<file path="src/rtl/mc_pkg.sv">
// Shared types and constants for the multicycle controller.
package mc_pkg;

    typedef enum logic [2:0] {
        StIdle,
        StFetch,
        StDecode,
        StExec,
        StMem,
        StWb,
        StHalt
    } state_e;

    localparam int unsigned OP_LW   = 10;
    localparam int unsigned OP_SW   = 11;
    localparam int unsigned OP_BEQ  = 12;
    localparam int unsigned OP_ADDI = 13;
    localparam int unsigned OP_ILL  = 14;
    localparam int unsigned OP_HALT = 15;

    localparam int unsigned ALU_ADD = 1;

endpackage

</file>
<file path="src/rtl/mc_decode.sv">
// Instruction field extraction and immediate sign-extension.
module mc_decode #(
    parameter int unsigned DATA_W = 32,
    parameter int unsigned RA_W   = 2,
    parameter int unsigned OP_W   = 4
) (
    input  logic [DATA_W-1:0] instr_i,
    output logic [OP_W-1:0]   opcode_o,
    output logic [RA_W-1:0]   rd_o,
    output logic [RA_W-1:0]   rs_o,
    output logic [RA_W-1:0]   rt_o,
    output logic [DATA_W-1:0] imm_o
);

    logic unused_bits;

    assign opcode_o = instr_i[DATA_W-1 -: OP_W];
    assign rd_o     = instr_i[DATA_W-OP_W-1 -: RA_W];
    assign rs_o     = instr_i[DATA_W-OP_W-RA_W-1 -: RA_W];
    assign rt_o     = instr_i[DATA_W-OP_W-2*RA_W-1 -: RA_W];
    assign imm_o    = {{(DATA_W-16){instr_i[15]}}, instr_i[15:0]};

    // Gap between the register fields and the immediate carries no meaning.
    assign unused_bits = ^instr_i[DATA_W-OP_W-3*RA_W-1:16];

endmodule

</file>
<file path="src/rtl/multicycle_ctrl.sv">
// Multicycle processor control: fetch/decode/execute/memory/writeback sequencing
// around an external register file, ALU and memories.
module multicycle_ctrl
    import mc_pkg::*;
#(
    parameter int unsigned DATA_W  = 32,
    parameter int unsigned RA_W    = 2,
    parameter int unsigned OP_W    = 4,
    parameter int unsigned MEM_LAT = 1
) (
    input  logic              clk,
    input  logic              rst_n,
    input  logic              start,
    output logic [DATA_W-1:0] pc_o,
    input  logic [DATA_W-1:0] instr_i,
    output logic [DATA_W-1:0] addr_o,
    output logic [DATA_W-1:0] wdata_o,
    output logic              op2en_o,
    output logic              op2rw_o,
    input  logic [DATA_W-1:0] rdata_i,
    output logic [RA_W-1:0]   src1_o,
    output logic [RA_W-1:0]   src2_o,
    input  logic [DATA_W-1:0] rdata1_i,
    input  logic [DATA_W-1:0] rdata2_i,
    output logic              reg_we_o,
    output logic [RA_W-1:0]   reg_waddr_o,
    output logic [DATA_W-1:0] reg_wdata_o,
    output logic [DATA_W-1:0] alu_a_o,
    output logic [DATA_W-1:0] alu_b_o,
    output logic [OP_W-1:0]   alu_op_o,
    input  logic [DATA_W-1:0] alu_res_i,
    output logic              busy_o,
    output logic              halted_o,
    output logic              err_o,
    output logic [15:0]       retired_o
);

    localparam int unsigned CNT_W = 4;

    state_e             state_q, state_d;
    logic [DATA_W-1:0]  pc_q, pc_d;
    logic [DATA_W-1:0]  ir_q, ir_d;
    logic [DATA_W-1:0]  a_q, a_d;
    logic [DATA_W-1:0]  b_q, b_d;
    logic [DATA_W-1:0]  res_q, res_d;
    logic [CNT_W-1:0]   cnt_q, cnt_d;
    logic [15:0]        retired_q, retired_d;
    logic               err_q, err_d;

    logic [OP_W-1:0]    opcode;
    logic [RA_W-1:0]    rd, rs, rt;
    logic [DATA_W-1:0]  imm;
    logic               last_cnt, is_alu, is_sw;

    mc_decode #(
        .DATA_W(DATA_W),
        .RA_W  (RA_W),
        .OP_W  (OP_W)
    ) u_decode (
        .instr_i (ir_q),
        .opcode_o(opcode),
        .rd_o    (rd),
        .rs_o    (rs),
        .rt_o    (rt),
        .imm_o   (imm)
    );

    assign last_cnt  = (cnt_q == CNT_W'(MEM_LAT - 1));
    assign is_alu    = (opcode < OP_W'(OP_LW));
    assign is_sw     = (opcode == OP_W'(OP_SW));
    assign pc_o      = pc_q;
    assign retired_o = retired_q;
    assign err_o     = err_q;

    always_comb begin
        state_d     = state_q;
        pc_d        = pc_q;
        ir_d        = ir_q;
        a_d         = a_q;
        b_d         = b_q;
        res_d       = res_q;
        cnt_d       = cnt_q;
        retired_d   = retired_q;
        err_d       = err_q;
        addr_o      = '0;
        wdata_o     = '0;
        op2en_o     = 1'b0;
        op2rw_o     = 1'b0;
        src1_o      = '0;
        src2_o      = '0;
        reg_we_o    = 1'b0;
        reg_waddr_o = '0;
        reg_wdata_o = '0;
        alu_a_o     = '0;
        alu_b_o     = '0;
        alu_op_o    = '0;
        busy_o      = (state_q != StIdle) && (state_q != StHalt);
        halted_o    = (state_q == StHalt);

        case (state_q)
            StIdle: begin
                if (start) begin
                    pc_d    = '0;
                    cnt_d   = '0;
                    state_d = StFetch;
                end
            end
            StFetch: begin
                if (last_cnt) begin
                    ir_d    = instr_i;
                    cnt_d   = '0;
                    state_d = StDecode;
                end else begin
                    cnt_d = cnt_q + CNT_W'(1);
                end
            end
            StDecode: begin
                src1_o  = rs;
                src2_o  = rt;
                a_d     = rdata1_i;
                b_d     = rdata2_i;
                state_d = StExec;
            end
            StExec: begin
                if (is_alu) begin
                    alu_a_o  = a_q;
                    alu_b_o  = b_q;
                    alu_op_o = opcode;
                    res_d    = alu_res_i;
                    state_d  = StWb;
                end else if (opcode == OP_W'(OP_ADDI)) begin
                    alu_a_o  = a_q;
                    alu_b_o  = imm;
                    alu_op_o = OP_W'(ALU_ADD);
                    res_d    = alu_res_i;
                    state_d  = StWb;
                end else if (opcode == OP_W'(OP_LW) || is_sw) begin
                    res_d   = a_q + imm;
                    cnt_d   = '0;
                    state_d = StMem;
                end else if (opcode == OP_W'(OP_BEQ)) begin
                    pc_d      = (a_q == b_q) ? pc_q + DATA_W'(1) + imm : pc_q + DATA_W'(1);
                    retired_d = retired_q + 16'd1;
                    cnt_d     = '0;
                    state_d   = StFetch;
                end else if (opcode == OP_W'(OP_HALT)) begin
                    retired_d = retired_q + 16'd1;
                    state_d   = StHalt;
                end else begin
                    // Opcode 0xE and anything undefined stop the machine with an error.
                    err_d   = 1'b1;
                    state_d = StHalt;
                end
            end
            StMem: begin
                op2en_o = 1'b1;
                addr_o  = res_q;
                if (last_cnt) begin
                    cnt_d = '0;
                    if (is_sw) begin
                        op2rw_o   = 1'b1;
                        wdata_o   = b_q;
                        pc_d      = pc_q + DATA_W'(1);
                        retired_d = retired_q + 16'd1;
                        state_d   = StFetch;
                    end else begin
                        res_d   = rdata_i;
                        state_d = StWb;
                    end
                end else begin
                    cnt_d = cnt_q + CNT_W'(1);
                end
            end
            StWb: begin
                reg_we_o    = 1'b1;
                reg_waddr_o = rd;
                reg_wdata_o = res_q;
                pc_d        = pc_q + DATA_W'(1);
                retired_d   = retired_q + 16'd1;
                cnt_d       = '0;
                state_d     = StFetch;
            end
            StHalt: begin
            end
            default: state_d = StIdle;
        endcase

        // Reset is synchronous, so the strobes must be suppressed combinationally
        // to keep an aborted instruction from writing in the reset cycle.
        if (!rst_n) begin
            op2en_o  = 1'b0;
            op2rw_o  = 1'b0;
            reg_we_o = 1'b0;
        end
    end

    always_ff @(posedge clk) begin
        if (!rst_n) begin
            state_q   <= StIdle;
            pc_q      <= '0;
            ir_q      <= '0;
            a_q       <= '0;
            b_q       <= '0;
            res_q     <= '0;
            cnt_q     <= '0;
            retired_q <= '0;
            err_q     <= 1'b0;
        end else begin
            state_q   <= state_d;
            pc_q      <= pc_d;
            ir_q      <= ir_d;
            a_q       <= a_d;
            b_q       <= b_d;
            res_q     <= res_d;
            cnt_q     <= cnt_d;
            retired_q <= retired_d;
            err_q     <= err_d;
        end
    end

endmodule
</file>
<file path="config.mk">
export PLATFORM = sky130hd
export DESIGN_NAME = multicycle_ctrl
export DESIGN_NICKNAME = d
export VERILOG_FILES = /design/src/rtl/mc_pkg.sv /design/src/rtl/mc_decode.sv /design/src/rtl/multicycle_ctrl.sv
export SDC_FILE = /design/constraint.sdc
export NUM_CORES = 1
export LEC_CHECK = 0
export ABC_CLOCK_PERIOD_IN_PS = 4570
export BUFFER_PORTS_ARGS = -buffer_cell sky130_fd_sc_hd__buf_2
export CAP_MARGIN = 20
export CORE_MARGIN = 2
export CORE_UTILIZATION = 45
export DETAILED_ROUTE_END_ITERATION = 8
export PLACE_DENSITY = 0.71
export RECOVER_POWER = 25
export SLEW_MARGIN = 20
export SYNTH_ARGS = -nofsm -noshare
export SYNTH_HDL_FRONTEND = slang
export SYNTH_SLANG_ARGS = --single-unit
</file>
<file path="constraint.sdc">
create_clock -name clk -period 4.57 [get_ports clk]
set_input_delay 0.2285 -clock clk [delete_from_list [all_inputs] [get_ports clk]]
set_output_delay 0.2285 -clock clk [all_outputs]
set_load 0.005 [all_outputs]
</file>
==> flow_metrics.env, run 1 <==
export IMPL_clk_path_buf_depth=2
export IMPL_worstPathRequired_ns=4.93
export IMPL_ctsResizeCount=0
export IMPL_antenna_found_initial=2
export IMPL_cap_violations=2
export IMPL_ys_warn_count=0
export IMPL_path_cells="nand4_1 -> or4_1 -> nor3_1 -> xor2_1 -> ha_1 -> nand4_1 -> o311ai_0 -> o221ai_1 -> xor2_1 -> or3_1 -> a31oi_1"
export IMPL_finalPower_w=0.00483
export IMPL_whs_path_depth=3
export IMPL_hold_viol=0
export IMPL_overflow=0
export IMPL_vias=15000
export IMPL_ios=387
export IMPL_clockRootBuffer="clkbuf_16"
export IMPL_r2r_start="pc_o[7]$_SDFFE_PN0P_"
export IMPL_synthCells=1841
export IMPL_setup_ws_ns=0.464
export IMPL_max_slew_margin=-0.496
export IMPL_fin_nets=2388
export IMPL_finalHoldWorstSlack_ns=0.0148
export IMPL_slew_viol_final=93
export IMPL_antenna_left=0
export IMPL_p_clk_frac=0.319
export IMPL_port_buffers=380
export IMPL_htreeDepth=4
export IMPL_rr_worst_depth=11
export IMPL_core_area_um2=29500
export IMPL_power_internal_w=0.00302
export IMPL_p_sw_frac=0.375
export IMPL_critPathSlowestCell="nor3_1"
export IMPL_die_x_um=176
export IMPL_fp_row_count=63
export IMPL_grtUsageTotal=0.323
export IMPL_routedWlPerCell_um=20.3
export IMPL_synth_main_ff_cell="dfxtp_1"
export IMPL_fmax_mhz=244
export IMPL_wl_mm=51.7
export IMPL_first_global_vias=13800
export IMPL_status="finished, violations left"
export IMPL_fin_setup_tns_ns=0
export IMPL_crit_type="reg2reg"
export IMPL_post_synth_cell_area_avg_um2=7.26
export IMPL_synth_largest_area_cell="dfxtp_1"
export IMPL_yosys_area_top_type_share=0.267
export IMPL_clock_latency_ns=0.44
export IMPL_seq_area_frac_synth=0.267
export IMPL_die_area_um2=31100
export IMPL_ys_types=76
export IMPL_final_setup_skew_ns=0.0134
export IMPL_synthTopCellsByArea="dfxtp_1 27%, nand2_1 8.3%, a21oi_1 7.6%, ha_1 7.0%, xor2_1 4.3%"
export IMPL_syn_num_nets=2081
export IMPL_cts_inserted_buffers=17
export IMPL_synth_edf_count=0
export IMPL_synth_async_reset_ratio=0
export IMPL_cts_tree="done"
export IMPL_areaGrowthSynthToFinish_pct=20.4
export IMPL_arrival_ns=4.47
export IMPL_viasPerCell=5.88
export IMPL_dp_hpwl_mm=39.5
export IMPL_min_from="instr_i[25]"
export IMPL_violations="max-capacitance violations, max-slew violations"
export IMPL_worst_pin_slew_ns=2.23
export IMPL_die_y_um=176
export IMPL_max_stage_delay_ns=0.57
export IMPL_setup_viol=0
export IMPL_max_vdd_ir_drop_mv=0.241
export IMPL_fin_crit_ns=4.11
export IMPL_path_max_fanout=8
export IMPL_dp_slack_ns=0.602
export IMPL_post_cts_buffers=0
export IMPL_rsz0062_at_grt="false"
export IMPL_drt_first_pass_iters=6
export IMPL_switchingPower_w=0.00181
export IMPL_initialDrtViolationCount=1179
export IMPL_path_clk_slew_ns=0.08
export IMPL_drc=0
export IMPL_cts_sinks=178
export IMPL_p_per_area_nw_per_um2=300
export IMPL_start_util=0.454
export IMPL_grt_first_pass_wirelength_mm=78.5
export IMPL_leakage_nw=7.49
export IMPL_cts_hold_buf=0
export IMPL_drive_gt1_frac=0.201
export IMPL_r2r_end="pc_o[31]$_SDFFE_PN0P_"
export IMPL_grt_max_degree=54
export IMPL_dpl_cell_area_um2=15600
export IMPL_yosys_register_bits=178
export IMPL_seqPwrFrac=0.393
export IMPL_power_frac_comb=0.288
export IMPL_fin_crit_sh=0.898
export IMPL_start_kind="flip-flop"
export IMPL_worstSetupEndpointType="flip-flop"
export IMPL_syn_area_um2=13400
export IMPL_min_to="ir_q[25]$_SDFFE_PN0P_"
export IMPL_r2r_setup_slack_ns=0.46
export IMPL_gp_congestion=1.02
export IMPL_fin_area_um2=16100
export IMPL_hp_class="in2reg"
## layout make-up
class | instances | area (µm²)
clock inverters | 12 | 145
fillers | 2956 | 13400
inverters | 36 | 136
well taps | 390 | 488
diodes | 2 | 5.00
clock buffers | 19 | 443
flip-flops and latches | 178 | 3560
repair buffers | 417 | 2130
multi-input cells | 1498 | 9180
## layout by cell type, fill, tap and decap left out, drive strengths merged, types with 6 or more instances in the layout
master	instances
a211oi	17
a21o	18
a21oi	203
a221oi	16
a22o	17
a22oi	6
a31oi	12
and2	78
and3	82
buf	383
clkbuf	53
dfxtp	178
ha	75
inv	42
mux2i	11
nand2	298
nand2b	8
nand3	58
nand4	23
nor2	123
nor2b	11
nor3	28
nor3b	7
nor4	19
o211ai	31
o21a	37
o21ai	97
o21bai	7
o22ai	6
o31ai	8
or3	15
xnor2	52
xor2	65
## metal layers
metal / part of all wire / up-vias / wire length, µm / track usage
met5: 0 / - / 0 / 0
met4: 0.040 / 0 / 2050 / 0.135
met3: 0.081 / 110 / 4190 / 0.0457
met2: 0.45 / 679 / 23000 / 0.511
met1: 0.43 / 7053 / 22400 / 0.440
li1: - / 7160 / - / -
## worst max-delay path by stage
stage                                     from                    end  slack, ns
after floorplan           pc_o[0]$_SDFFE_PN0P_  pc_o[31]$_SDFFE_PN0P_       0.73
after global placement    pc_o[0]$_SDFFE_PN0P_  pc_o[31]$_SDFFE_PN0P_       0.67
after detailed placement  pc_o[7]$_SDFFE_PN0P_  pc_o[31]$_SDFFE_PN0P_       0.60
after CTS                 pc_o[7]$_SDFFE_PN0P_  pc_o[31]$_SDFFE_PN0P_       0.56
after global routing      pc_o[0]$_SDFFE_PN0P_  pc_o[31]$_SDFFE_PN0P_       0.16
final                     pc_o[7]$_SDFFE_PN0P_  pc_o[31]$_SDFFE_PN0P_       0.46
## power groups by stage
stage	combinational, W	sequential, W	clock [W]
after floorplan	0.000932	0.00183	0
after global placement	0.00135	0.00192	0
after detailed placement	0.00137	0.00192	0
after CTS	0.00138	0.00189	0.00156
after global routing	0.00152	0.00191	0.00161
final	0.00139	0.00190	0.00154
## cell families after synthesis
family / count (synthesis) / share of synthesized area
AND/OR/NAND/NOR: 770 / 0.278
AO/OA/AOI/OAI: 521 / 0.245
flip-flops: 178 / 0.267
buffers and inverters: 165 / 0.0500
XOR/XNOR: 117 / 0.0766
adder cells (fa/ha/maj): 77 / 0.0732
multiplexers: 13 / 0.00992
## per-stage QoR
stage,std cells,util
2_1_floorplan,1841,-
3_3_place_gp,2519,0.528
3_5_place_dp,2519,0.528
4_1_cts,2550,0.547
5_1_grt,2551,0.546
6_report,2552,0.546
## critical path, delay by kind of cell (launching register included)
kind / cells / cell delay [ns]
flops: 1 / 0.50
xor+xnor: 2 / 0.32
simple gates: 5 / 1.98
fa+ha+maj: 1 / 0.46
compound gates: 3 / 0.77
## flip-flops by register name (all words and copies together), names as in the netlist
signal,cells
b_q,32
a_q,32
retired_o,16
pc_o,32
res_q,32
cnt_q,4
err_o,1
ir_q,26
state_q,3
## cells in the mapped netlist, types with 12 or more instances
cell type,n
xnor2_1,52
nand2_1,297
a211oi_1,17
nor3_1,28
a22o_1,17
or3_1,15
xor2_1,65
a221oi_1,16
nand3_1,58
nor2_1,123
nor4_1,18
and2_1,78
clkbuf_1,112
o211ai_1,31
ha_1,75
a31oi_1,12
a21oi_1,203
nand4_1,23
a21o_1,18
inv_1,35
and3_1,82
o21a_1,37
dfxtp_1,178
o21ai_0,93
No activity file was read; power rests on OpenSTA's default activity.
==> run 2: changes to the inputs <==
--- a/config.mk
+++ b/config.mk
@@ -13,3 +13,3 @@
 export DETAILED_ROUTE_END_ITERATION = 8
-export PLACE_DENSITY = 0.71
+export PLACE_DENSITY = 0.7
 export RECOVER_POWER = 25
==> constraint.sdc (replaced) <==
create_clock -name clk -period 4.57 [get_ports clk]
set_input_delay 0.914 -clock clk [delete_from_list [all_inputs] [get_ports clk]]
set_output_delay 0.914 -clock clk [all_outputs]
set_load 0.005 [all_outputs]
==> run 2 against run 1 <==
Compared with the run above:
- the run still ends with max-capacitance violations, max-slew violations left
- clock power about the same
- power decreased by 0.26%
- critical path depth decreased by 6
- final area increased by 0.12%
- maximum frequency decreased by 1.4%
- global-route usage decreased by 0.60 points
- sequential power about the same
- die area unchanged
- clock skew increased by 0.0013 ns
- worst hold slack improved by 0.45 ns
- largest power group unchanged
==> flow_metrics.env, run 2 (same netlist as run 1, synthesis figures left out) <==
export IMPL_status="finished, violations left"
export IMPL_violations="max-capacitance violations, max-slew violations"
export IMPL_top_usage_layer="met2"
export IMPL_clockRootBuffer="clkbuf_16"
export IMPL_drc=0
export IMPL_grt_max_degree=84
export IMPL_setup_viol=0
export IMPL_clk_path_buf_depth=2
export IMPL_slew_viol_final=84
export IMPL_drt_first_pass_iters=5
export IMPL_worstSetupEndpointType="output pin"
export IMPL_fp_row_count=63
export IMPL_p_sw_frac=0.377
export IMPL_worstPathRequired_ns=3.66
export IMPL_cts_tree="done"
export IMPL_cts_inserted_buffers=17
export IMPL_ios=387
export IMPL_r2r_start="pc_o[0]$_SDFFE_PN0P_"
export IMPL_power_frac_comb=0.285
export IMPL_dpl_cell_count=2521
export IMPL_viasPerCell=5.87
export IMPL_max_vdd_ir_drop_mv=0.260
export IMPL_max_stage_delay_ns=0.97
export IMPL_hold_viol=0
export IMPL_first_global_vias=13600
export IMPL_path_clk_slew_ns=0.07
export IMPL_whs_path_depth=2
export IMPL_port_buffers=380
export IMPL_grt_met2_usage=0.497
export IMPL_grtUsageTotal=0.317
export IMPL_wl_mm=51.5
export IMPL_die_area_um2=31100
export IMPL_grt_first_pass_wirelength_mm=76.9
export IMPL_p_per_area_nw_per_um2=299
export IMPL_crit_type="reg2out"
export IMPL_min_from="ir_q[22]$_SDFFE_PN0P_"
export IMPL_antenna_left=0
export IMPL_min_to="ir_q[22]$_SDFFE_PN0P_"
export IMPL_fin_setup_tns_ns=0
export IMPL_leakage_nw=7.51
export IMPL_fin_nets=2390
export IMPL_fin_crit_ns=4.17
export IMPL_seqPwrFrac=0.393
export IMPL_post_cts_buffers=0
export IMPL_crit_top_cell="o21a_1"
export IMPL_cts_sinks=178
export IMPL_startpoint="ir_q[31]$_SDFFE_PN0P_"
export IMPL_cap_violations=1
export IMPL_worst_pin_slew_ns=1.72
export IMPL_cts_hold_buf=0
export IMPL_fin_crit_sh=0.912
export IMPL_vias=15000
export IMPL_rr_worst_depth=16
export IMPL_dp_slack_ns=0.638
export IMPL_path_cells="o21a_1 -> nor2_2 -> a21o_1 -> o21a_1 -> buf_2"
export IMPL_final_cell_mix="347 x buf_2, 297 x nand2_1, 203 x a21oi_1"
export IMPL_die_y_um=176
export IMPL_switchingPower_w=0.00182
export IMPL_use_met1=0.430
export IMPL_rsz0062_at_grt="false"
export IMPL_critPathSlowestCell="nor2_2"
export IMPL_finalNonFillerCells=2554
export IMPL_ctsResizeCount=0
export IMPL_routedWlPerCell_um=20.2
export IMPL_setup_ws_ns=0.404
export IMPL_drive_gt1_frac=0.202
export IMPL_htreeDepth=4
export IMPL_antenna_found_initial=3
export IMPL_max_slew_margin=-0.149
export IMPL_start_util=0.454
export IMPL_p_clk_frac=0.322
export IMPL_hp_class="reg2reg"
export IMPL_overflow=0
export IMPL_r2r_setup_slack_ns=0.43
export IMPL_initialDrtViolationCount=1331
export IMPL_fmax_mhz=240
export IMPL_areaGrowthSynthToFinish_pct=20.5
export IMPL_gp_congestion=1.03
export IMPL_r2r_end="pc_o[21]$_SDFFE_PN0P_"
export IMPL_mostFrequentLayoutCell="buf_2"
export IMPL_path_max_fanout=22
export IMPL_clock_latency_ns=0.44
export IMPL_use_met3=0.0540
export IMPL_arrival_ns=3.25
export IMPL_core_area_um2=29500
export IMPL_dp_hpwl_mm=39.2
export IMPL_final_setup_skew_ns=0.0147
export IMPL_power_internal_w=0.00300
export IMPL_start_kind="flip-flop"
export IMPL_die_x_um=176
[run 2: changes by cell type in the layout (fill, tap and decap cells not counted), sizes merged]
| cell | previous run | this run |
|---|---|---|
| buf | 383 | 384 |
| clkbuf | 53 | 52 |
| inv | 42 | 44 |
[run 2: layer usage]
layer | share of wire | vias to the layer above
met5 | 0.00047 | -
li1 | - | 7170
met4 | 0.041 | 4
met2 | 0.44 | 701
met1 | 0.43 | 7007
met3 | 0.082 | 110
[run 2: area by class of cell]
cell class | count | area, µm²
fill | 2953 | 13400
tap | 390 | 488
clock inverter | 14 | 166
clock buffer | 17 | 425
timing repair buffer | 419 | 2150
sequential | 178 | 3560
inverter | 36 | 135
antenna | 2 | 5.00
multi-input combinational | 1498 | 9180
[run 2: worst max-delay path by stage]
stage	to	slack (ns)	cells after the start
2_1_floorplan	pc_o[31]$_SDFFE_PN0P_	0.73	16
3_3_place_gp	pc_o[31]$_SDFFE_PN0P_	0.69	15
3_5_place_dp	pc_o[31]$_SDFFE_PN0P_	0.64	16
4_1_cts	alu_b_o[15]	0.45	6
5_1_grt	pc_o[21]$_SDFFE_PN0P_	0.13	16
6_report	alu_b_o[15]	0.40	5
[run 2: through the flow]
step / area (µm²) / hold WS (ns) / total power (W) / utilization
after CTS: 16200 / 0.456 / 0.00481 / 0.548
after global placement: 15600 / 0.438 / 0.00325 / 0.528
after global routing: 16100 / 0.469 / 0.00503 / 0.546
final: 16100 / 0.465 / 0.00482 / 0.547
after floorplan: 13400 / 0.432 / 0.00277 / -
after detailed placement: 15600 / 0.445 / 0.00327 / 0.528
[run 2: power groups by stage]
| stage | combinational [W] | sequential (W) | clock (W) |
|---|---|---|---|
| floorplan | 0.000932 | 0.00183 | 0 |
| global placement | 0.00133 | 0.00191 | 0 |
| detailed placement | 0.00135 | 0.00192 | 0 |
| CTS | 0.00136 | 0.00188 | 0.00157 |
| global route | 0.00150 | 0.00191 | 0.00162 |
| finish | 0.00137 | 0.00189 | 0.00155 |
[run 2: worst max-delay path: cells and delay by family, from the launching register on]
kind                   cells  cell delay (ns)
AOI/OAI and AO/OA          3             1.21
and+or+nand+nor            1             0.97
DFF                        1             0.50
buffers and inverters      1             0.11
